## config.mk

```make
export PLATFORM = sky130hd
export DESIGN_NAME = rtlola_event_feeder
export DESIGN_NICKNAME = d
export VERILOG_FILES = /design/src/rtl/rtlola_event_feeder.sv
export SDC_FILE = /design/constraint.sdc
export NUM_CORES = 1
export LEC_CHECK = 0
export ABC_AREA = 1
export CORE_ASPECT_RATIO = 1.1
export CORE_MARGIN = 4
export CORE_UTILIZATION = 40
export DETAILED_ROUTE_END_ITERATION = 12
export PLACE_DENSITY_LB_ADDON = 0.25
export SLEW_MARGIN = 10
export SYNTH_ARGS = -nofsm -noshare
export SYNTH_HDL_FRONTEND = slang
export SYNTH_SLANG_ARGS = --single-unit
```

## constraint.sdc

```tcl
create_clock -name clk -period 9.7 [get_ports clk]
set_clock_uncertainty 0.05 [all_clocks]
set_input_delay 2.425 -clock clk [delete_from_list [all_inputs] [get_ports clk]]
set_output_delay 2.425 -clock clk [all_outputs]
set_load 0.005 [all_outputs]
```

## src/rtl/rtlola_event_feeder.sv

```systemverilog
// Timestamped event source driving an RTLola monitor's x/newX inputs.
// Define FEEDER_LATE_DROP_EN to discard late events instead of issuing them.
module rtlola_event_feeder #(
    parameter int DATA_W      = 64,
    parameter int TS_W        = 32,
    parameter int DEPTH       = 8,
    parameter int HOLD_CYCLES = 4,
    parameter int TICK_DIV    = 100
) (
    input  logic              clk,
    input  logic              rst,
    input  logic              en,
    input  logic              push_valid,
    output logic              push_ready,
    input  logic [TS_W-1:0]   push_ts,
    input  logic [DATA_W-1:0] push_data,
    output logic [DATA_W-1:0] x,
    output logic              newX,
    output logic [TS_W-1:0]   time_now,
    output logic              busy,
    output logic              late
);

    localparam int AW = $clog2(DEPTH);
    localparam int PW = (TICK_DIV > 1) ? $clog2(TICK_DIV) : 1;
    localparam int CW = (HOLD_CYCLES > 1) ? $clog2(HOLD_CYCLES) : 1;
    localparam logic [PW-1:0] PRESC_MAX = PW'(TICK_DIV - 1);
    localparam logic [CW-1:0] CNT_MAX   = CW'(HOLD_CYCLES - 1);

    typedef enum logic [1:0] {
        IDLE,
        WAIT,
        HOLD,
        GAP
    } state_t;

    state_t state, state_nxt;

    logic [CW-1:0]     cnt, cnt_nxt;
    logic [PW-1:0]     presc;
    logic [TS_W-1:0]   ts_mem   [DEPTH];
    logic [DATA_W-1:0] data_mem [DEPTH];
    logic [AW:0]       wr_ptr, rd_ptr;
    logic              empty, full, push_fire;
    logic              eval, pop, issue, late_set;
    logic              head_due, head_late;
    logic [TS_W-1:0]   head_ts;
    logic [DATA_W-1:0] head_data;

    assign empty = (wr_ptr == rd_ptr);
    assign full  = (wr_ptr[AW-1:0] == rd_ptr[AW-1:0]) &&
                   (wr_ptr[AW] != rd_ptr[AW]);

    assign push_ready = !full && en && !rst;
    assign push_fire  = push_valid && push_ready;

    assign head_ts   = ts_mem[rd_ptr[AW-1:0]];
    assign head_data = data_mem[rd_ptr[AW-1:0]];
    assign head_due  = !empty && (head_ts <= time_now);
    assign head_late = !empty && (head_ts < time_now);

    assign newX = (state == HOLD);
    assign busy = !empty || (state != IDLE);

    always_ff @(posedge clk) begin
        if (push_fire) begin
            ts_mem[wr_ptr[AW-1:0]]   <= push_ts;
            data_mem[wr_ptr[AW-1:0]] <= push_data;
        end
    end

    // The last GAP cycle doubles as a WAIT compare so back-to-back
    // events keep exactly HOLD_CYCLES low cycles between pulses.
    always_comb begin
        state_nxt = state;
        cnt_nxt   = cnt;
        eval      = 1'b0;
        pop       = 1'b0;
        issue     = 1'b0;
        late_set  = 1'b0;
        if (en) begin
            unique case (state)
                IDLE: begin
                    if (!empty)
                        state_nxt = WAIT;
                end
                WAIT: begin
                    eval = 1'b1;
                    if (empty)
                        state_nxt = IDLE;
                end
                HOLD: begin
                    if (cnt == CNT_MAX) begin
                        state_nxt = GAP;
                        cnt_nxt   = '0;
                    end else begin
                        cnt_nxt = cnt + 1'b1;
                    end
                end
                GAP: begin
                    if (cnt == CNT_MAX) begin
                        cnt_nxt   = '0;
                        eval      = 1'b1;
                        state_nxt = empty ? IDLE : WAIT;
                    end else begin
                        cnt_nxt = cnt + 1'b1;
                    end
                end
                default: state_nxt = IDLE;
            endcase

            if (eval && head_due) begin
                pop      = 1'b1;
                late_set = head_late;
`ifdef FEEDER_LATE_DROP_EN
                if (!head_late) begin
                    issue     = 1'b1;
                    state_nxt = HOLD;
                    cnt_nxt   = '0;
                end else begin
                    state_nxt = WAIT;
                    cnt_nxt   = '0;
                end
`else
                issue     = 1'b1;
                state_nxt = HOLD;
                cnt_nxt   = '0;
`endif
            end
        end
    end

    always_ff @(posedge clk) begin
        if (rst) begin
            state    <= IDLE;
            cnt      <= '0;
            presc    <= '0;
            time_now <= '0;
            wr_ptr   <= '0;
            rd_ptr   <= '0;
            x        <= '0;
            late     <= 1'b0;
        end else begin
            if (push_fire)
                wr_ptr <= wr_ptr + 1'b1;
            if (en) begin
                state <= state_nxt;
                cnt   <= cnt_nxt;
                if (presc == PRESC_MAX) begin
                    presc <= '0;
                    if (time_now != '1)
                        time_now <= time_now + 1'b1;
                end else begin
                    presc <= presc + 1'b1;
                end
                if (pop)
                    rd_ptr <= rd_ptr + 1'b1;
                if (issue)
                    x <= head_data;
                if (late_set)
                    late <= 1'b1;
            end
        end
    end

endmodule

```

Word-level counts from Yosys, hierarchy flattened:

Memories as Yosys holds them, arrays and structs flattened. A register that Yosys moved wholly into a read port is not among the register bits.
Index checks and enable logic that the tools add are counted.

* register bits: 52
* bits in writable memories: 768
* bits of input ports: 100
* output and inout bits: 100
* word-level logic and storage cells: 71
* memories kept: 2

Memory list
* data_mem: depth 8, bits a word 64, read ports 1, clocked after Yosys merged registers in 1, write ports 1, line 42 `logic [DATA_W-1:0] data_mem [DEPTH];`
* ts_mem: depth 8, bits a word 32, read ports 1, clocked after Yosys merged registers in 1, write ports 1, line 41 `logic [TS_W-1:0] ts_mem [DEPTH];`

* $add $sub $neg: 5
* magnitude comparators: 2
* equality and inequality tests: 13
* multiplexer cells: 22
* reduce and logical (&&, ||, !) cells: 20

Operators by type and width (count)
* $add 32x1->32 const B: 1
* $le 32x32->1: 1
* $lt 32x32->1: 1
* $ne 32x32->1 const B: 1
* $mux 2: 8
* $mux 1: 9
* $ne 3x3->1 const B: 3
* $add 4x1->4 const B: 2
* $pmux 2 s4: 1
* $add 7x1->7 const B: 1
* $eq 7x7->1 const B: 1
* $logic_and 1x1->1: 7
* $mux 7: 1
* $eq 2x2->1 const B: 3
* $mux 3: 2
* $reduce_and 2->1: 3
* $reduce_and 5->1: 1
* $eq 4x4->1: 1
* $reduce_bool 2->1: 2
* $eq 3x3->1: 1
* $logic_not 1->1: 3
* $ne 3x1->1 const B: 1
* $reduce_and 3->1: 1
* $add 2x1->2 const B: 1
* 6 further kinds: 6

Longest topological paths before layout:

Gate-level depths: netlist of the first run.

* depth in word-level cells: 10
* mapped depth: 26
* mapped depth without buffers: 22

Least setup slack after synthesis of the first run:

OpenSTA, ideal clock, no wires.

* path kind: in2reg
* start: input port en
* end: register wr_ptr[3]
* library setup time: 0.099 ns
* data arrival time: 7.505 ns
* data required time: 9.551 ns
* slack: 2.046 ns
* stages on the path: 10
* path buffers: 0
* cells stage by stage: inv_1 -> nor2_1 -> nand2_1 -> inv_1 -> nand2_1 -> inv_1 -> nand2_1 -> nor2_1 -> o21ai_0 -> a21oi_1

* longest elaborated chain between the ends: 3

Ends and longest elaborated chain
* start: declaration: line 12 `input logic en,`
* $logic_and 1x1->1 (2 in a row): line 54 `assign push_ready = !full && en && !rst;`
* via push_ready: line 14 `output logic push_ready,`
* $logic_and 1x1->1: line 55 `assign push_fire = push_valid && push_ready;`
* end signal: assignment: line 145 `wr_ptr <= wr_ptr + 1'b1;`
* end: declaration: line 43 `logic [AW:0] wr_ptr, rd_ptr;`

The timed path passes the listed nets, and every way through them passes these cells.
A chain may end at the register's enable or synchronous reset.

Worst setup path after layout of the first run:

* start: input port en
* end: output port push_ready

* longest elaborated chain between the ends: 2

Ends and longest elaborated chain (line)
* $logic_and 1x1->1 (2 in a row): 54
* end: declaration: 14

No other way between the ends.

==> results of run 1 <==
==> metal layers <==
layer / vias to the layer above / routed length [um]
li1: 10800 / -
met1: 11700 / 38900
met2: 809 / 43700
met3: 129 / 6070
met4: 10 / 1680
met5: - / 68
==> worst min-delay path by stage <==
stage,end,cells after the start,from
finish,x[55],2,x[55]
global route,x[16],2,x[16]
detailed placement,x[54],2,x[54]
global placement,wr_ptr[3],1,wr_ptr[3]
floorplan,wr_ptr[3],1,wr_ptr[3]
CTS,x[20],2,x[20]
==> cell usage after synthesis (7+ instances only) <==
library cell	count	area (sq um)
nor3_1	25	125
nor3b_1	7	52.6
ha_1	37	463
nor2_1	276	1040
a31oi_1	33	206
edfxtp_1	768	23100
buf_2	41	205
clkbuf_1	115	432
dfxtp_1	119	2380
buf_1	17	63.8
nand2_1	537	2020
a21oi_1	377	1890
inv_1	66	248
nand3_1	19	95.1
xor2_1	19	166
or2_2	64	400
o21ai_0	146	731
o22ai_1	32	200
nand4_1	13	81.3
a221oi_1	128	1120
==> power by group <==
part / total, uW / switching, uW / internal, uW
clock network: 3700 / 1500 / 2200
logic: 198 / 122 / 75.8
registers: 4170 / 9.80 / 4160
total: 8070 / 1630 / 6440
==> through the flow <==
stage | instance area (sq um) | worst slack [ns] | instances | util [%] | hold slack (ns)
6_report | 41600 | 2.87 | 4261 | 47.8 | 0.414
5_1_grt | 41600 | 2.73 | 4255 | 47.8 | 0.439
4_1_cts | 41600 | 2.87 | 4254 | 47.8 | 0.416
3_5_place_dp | 38300 | 2.88 | 4084 | 44.0 | 0.407
3_3_place_gp | 38300 | 2.86 | 4084 | 44.0 | 0.403
2_1_floorplan | 35300 | 2.05 | 2878 | - | 0.392
==> state kept, by name, indices dropped and copies added, names as in the netlist, 4 cells and up, named ones only <==
signal	count
time_now	32
wr_ptr	4
presc	7
ts_mem	256
x	64
data_mem	512
rd_ptr	4
==> final cells by class <==
type / count / area, sq um
clock buffer: 107 / 2430
clock inverter: 63 / 832
tap: 1150 / 1440
sequential: 887 / 25500
inverter: 72 / 282
fill: 7612 / 45400
timing repair buffer: 234 / 2250
multi-input combinational: 1741 / 8860
antenna: 7 / 17.5
==> kinds of logic (layout without fill, tap and decap cells) <==
logic type                 Yosys count  in the layout  synth area share, %
AOI/OAI and AO/OA                  725            725                 11.9
xor gates and xnor gates            20             20                0.497
adders and majority gates           37             37                 1.31
buffers and inverters              250            476                 2.90
DFF                                887            887                 72.1
other                                0              7                    0
and+or+nand+nor                    959            959                 11.2
==> critical path: cells and delay by family <==
kind / cells / cell delay, ns
AND/OR/NAND/NOR: 2 / 0.21
buffers and inverters: 4 / 1.70
==> impl_metrics.json, run 1 <==
{
  "status": "complete, no violations",
  "layout.nets": 3163,
  "met1_usage_pct": 25.4,
  "start_kind": "primary input",
  "grt_max_degree": 121,
  "drive_gt1_share_pct": 9.09,
  "drt-total-wl_um": 90500,
  "place_congestion": 0.919,
  "async_flop_share_pct": 0,
  "cts_tree": "yes",
  "die_width_um": 291,
  "drt-pass1-iter-count": 6,
  "vdd_ir_drop_max_uv": 129,
  "grt_usage_pct": 18.9,
  "syn2layout_area_growth_pct": 17.9,
  "power_uw": 8070,
  "die-height_um": 319,
  "reg2reg_depth": 23,
  "p_per_area_mw_per_mm2": 194,
  "portBuffers": 199,
  "crit_path_end": "push_ready",
  "cts_buffer_depth": 3,
  "use_met2_pct": 31.7,
  "hpwl_um": 50800,
  "cts-resized-gates": 0,
  "syn_avg_cell_area_sq_um": 12.3,
  "required_ns": 7.23,
  "maxSlewViolCount": 0,
  "synthCells": 2878,
  "cts_buffers": 90,
  "maxSlewHeadroom_pct": 21.0,
  "drtIter0Drc": 2096,
  "vias": 23400,
  "crit_path_end_kind": "primary output",
  "mostFrequentLayoutCells": "edfxtp_1 (768), nand2_1 (537), a21oi_1 (377)",
  "cap_viol_max_count": 0,
  "cellLeakagePower_uw": 0.0142,
  "setup_viol_count_final": 0,
  "timing.final.crit_share_pct": 70.4,
  "rrSetupSlack_ns": 4.18,
  "grt_overflow": 0,
  "synth_nets": 3015,
  "clock_sinks": 887,
  "htreeDepth": 3,
  "fin_crit_ns": 6.83,
  "cp_data_arrival_time_ns": 4.35,
  "synth.distinct_cells": 39,
  "drcViolationCount": 0,
  "root_buffer": "clkbuf_16",
  "worstMarginPinSlew_ns": 1.18,
  "ys_warn_count": 0,
  "yosys_most_used_dff": "edfxtp_1",
  "crit_path_cell_trace": "clkdlybuf4s50_1, inv_1, nor2_1, nand2_1, inv_1, clkdlybuf4s50_1",
  "hold_viol_final": 0,
  "cts_setup_buffers": 0,
  "start_util_pct": 40.6,
  "clk_pin_slew_ns": 0.06,
  "crit_start": "en",
  "use_met3_pct": 3.73,
  "fin_setup_tns_ns": 0,
  "ys_ff_latch": 887,
  "grt_pass1_wl_um": 139000,
  "synth.yosys.seq_area_share_pct": 72.1,
  "via_per_inst": 5.50,
  "slowest_delay_ns": 0.86,
  "core_area_sq_mm": 0.0870,
  "postRouteAntennaNets": 0,
  "final_common_cell": "edfxtp_1",
  "synth_edf_count": 768,
  "min_path_type": "flop to flop",
  "fmax_mhz": 146,
  "hold_buffers": 0,
  "grt_pass1_vias": 23600,
  "syn_area_sq_mm": 0.0353,
  "routedWlPerCell_um": 21.2,
  "clk_latency_ns": 0.67,
  "path_class": "primary input to primary output",
  "dieArea_sq_mm": 0.0930,
  "rsz0062_at_grt": "no",
  "num_rows": 113,
  "critPathSlowestCell": "clkdlybuf4s50_1",
  "io_pins": 200,
  "crit_path_max_fanout": 12,
  "antenna_found_initial": 13,
  "top_usage_layer": "met2"
}
(Power assumes the default switching activity.)
==> run 2: changes to the inputs <==
==> constraint.sdc (replaced) <==
create_clock -name clk -period 7.1 [get_ports clk]
set_clock_uncertainty 0.05 [all_clocks]
set_input_delay 1.775 -clock clk [delete_from_list [all_inputs] [get_ports clk]]
set_output_delay 1.775 -clock clk [all_outputs]
set_load 0.005 [all_outputs]
==> impl_metrics.json, run 2 (synthesis results as in run 1) <==
{
  "die-height_um": 319,
  "top_usage_layer": "met2",
  "stdcell_count": 4261,
  "dieArea_sq_mm": 0.0930,
  "start_util_pct": 40.6,
  "portBuffers": 199,
  "timing.final.crit_share_pct": 78.0,
  "cap_viol_max_count": 0,
  "antenna_found_initial": 16,
  "cts_setup_buffers": 0,
  "drt-total-wl_um": 90700,
  "grt_overflow": 0,
  "num_rows": 113,
  "via_per_inst": 5.45,
  "crit_path_max_fanout": 12,
  "core_area_sq_mm": 0.0870,
  "fin_crit_ns": 5.54,
  "hpwl_um": 50700,
  "clk_latency_ns": 0.64,
  "cts_tree": "yes",
  "grt_usage_pct": 18.9,
  "drtIter0Drc": 2126,
  "pre_cts_slack_ns": 1.63,
  "crit_path_end_kind": "primary output",
  "grt_max_degree": 150,
  "setup_viol_count_final": 0,
  "power_uw": 10600,
  "crit_path_cell_trace": "clkdlybuf4s50_1, inv_1, nor2_1, nand2_1, inv_1, clkdlybuf4s50_1",
  "hold_viol_final": 0,
  "required_ns": 5.28,
  "fmax_mhz": 181,
  "maxSlewHeadroom_pct": 21.7,
  "fin_setup_tns_ns": 0,
  "use_met3_pct": 4.82,
  "worst_slack_ns": 1.56,
  "root_buffer": "clkbuf_16",
  "status": "complete, no violations",
  "slowest_delay_ns": 0.78,
  "cellLeakagePower_uw": 0.0140,
  "postRouteAntennaNets": 0,
  "cts_buffers": 91,
  "place_congestion": 0.884,
  "die_width_um": 291,
  "met1_usage_pct": 24.8,
  "syn2layout_area_growth_pct": 17.0,
  "maxSlewViolCount": 0,
  "start_kind": "primary input",
  "htreeDepth": 3,
  "dp_cells": 4086,
  "cts_buffer_depth": 3,
  "largest_register_ffs": 512,
  "routedWlPerCell_um": 21.3,
  "io_pins": 200,
  "min_path_type": "flop to flop",
  "vias": 23200,
  "cp_data_arrival_time_ns": 3.71,
  "layout.nets": 3166,
  "final_common_cell": "edfxtp_1",
  "grt_pass1_vias": 23400,
  "use_met2_pct": 31.2,
  "vdd_ir_drop_max_uv": 205,
  "clock_sinks": 887,
  "critPathSlowestCell": "clkdlybuf4s50_1",
  "critical_path_buf_inv_count": 4,
  "crit_family": "buffers and inverters",
  "p_per_area_mw_per_mm2": 256,
  "cts-resized-gates": 0,
  "path_class": "primary input to primary output",
  "drt-pass1-iter-count": 5,
  "worstMarginPinSlew_ns": 1.17,
  "clk_pin_slew_ns": 0.05,
  "hold_buffers": 0,
  "rsz0062_at_grt": "no",
  "mostFrequentLayoutCells": "edfxtp_1 (768), nand2_1 (537), a21oi_1 (377)",
  "grt_pass1_wl_um": 138000,
  "drive_gt1_share_pct": 8.67,
  "drcViolationCount": 0
}
[run 2: cell count changes in the layout (fill, tap and decap cells not counted), sizes merged]
cell	change
clkinvlp	-1
clkbuf	+14
inv	+6
diode	+1
buf	+2
clkinv	-12
bufinv	-10
[run 2: power breakdown]
group / internal, uW / switching (uW) / total, uW
combinational: 104 / 169 / 273
clock: 2630 / 1980 / 4600
sequential: 5690 / 13.5 / 5700
[run 2: final timing paths]
kind / start / to / slack [ns] / cells after the start
setup / recovery: en / push_ready / 1.56 / 6
hold / removal: x[62] / x[62] / 0.41 / 2
setup reg to reg: flop / flop / 2.41 / 18
hold reg to reg: x[62] / x[62] / 0.41 / 2
[run 2: cell type report]
type | instances | area, sq um
Inverter | 72 | 282
Fill cell | 7637 | 45700
Tap cell | 1150 | 1440
Sequential cell | 887 | 25500
Clock inverter | 46 | 405
Antenna cell | 8 | 20.0
Timing Repair Buffer | 236 | 2320
Clock buffer | 121 | 2480
Multi-Input combinational cell | 1741 | 8860
[run 2: routing by layer]
| layer | routed length (um) | share of wire, % | vias up |
|---|---|---|---|
| li1 | - | - | 10800 |
| met2 | 43500 | 48 | 691 |
| met1 | 38500 | 42 | 11600 |
| met5 | 86 | 0.095 | - |
| met4 | 2130 | 2.4 | 14 |
| met3 | 6420 | 7.1 | 167 |
[run 2: per-stage QoR]
stage / hold WS, ns / area (sq um) / util, %
4_1_cts: 0.415 / 41200 / 47.4
6_report: 0.412 / 41300 / 47.5
2_1_floorplan: 0.392 / 35300 / -
3_3_place_gp: 0.406 / 38400 / 44.1
3_5_place_dp: 0.407 / 38400 / 44.1
5_1_grt: 0.433 / 41200 / 47.4
[run 2: tightest hold or removal path, cell delays in order, from the launching register on]
cell and delay [ns]:
dfxtp_1 0.30, nand2_1 0.06, a21oi_1 0.05
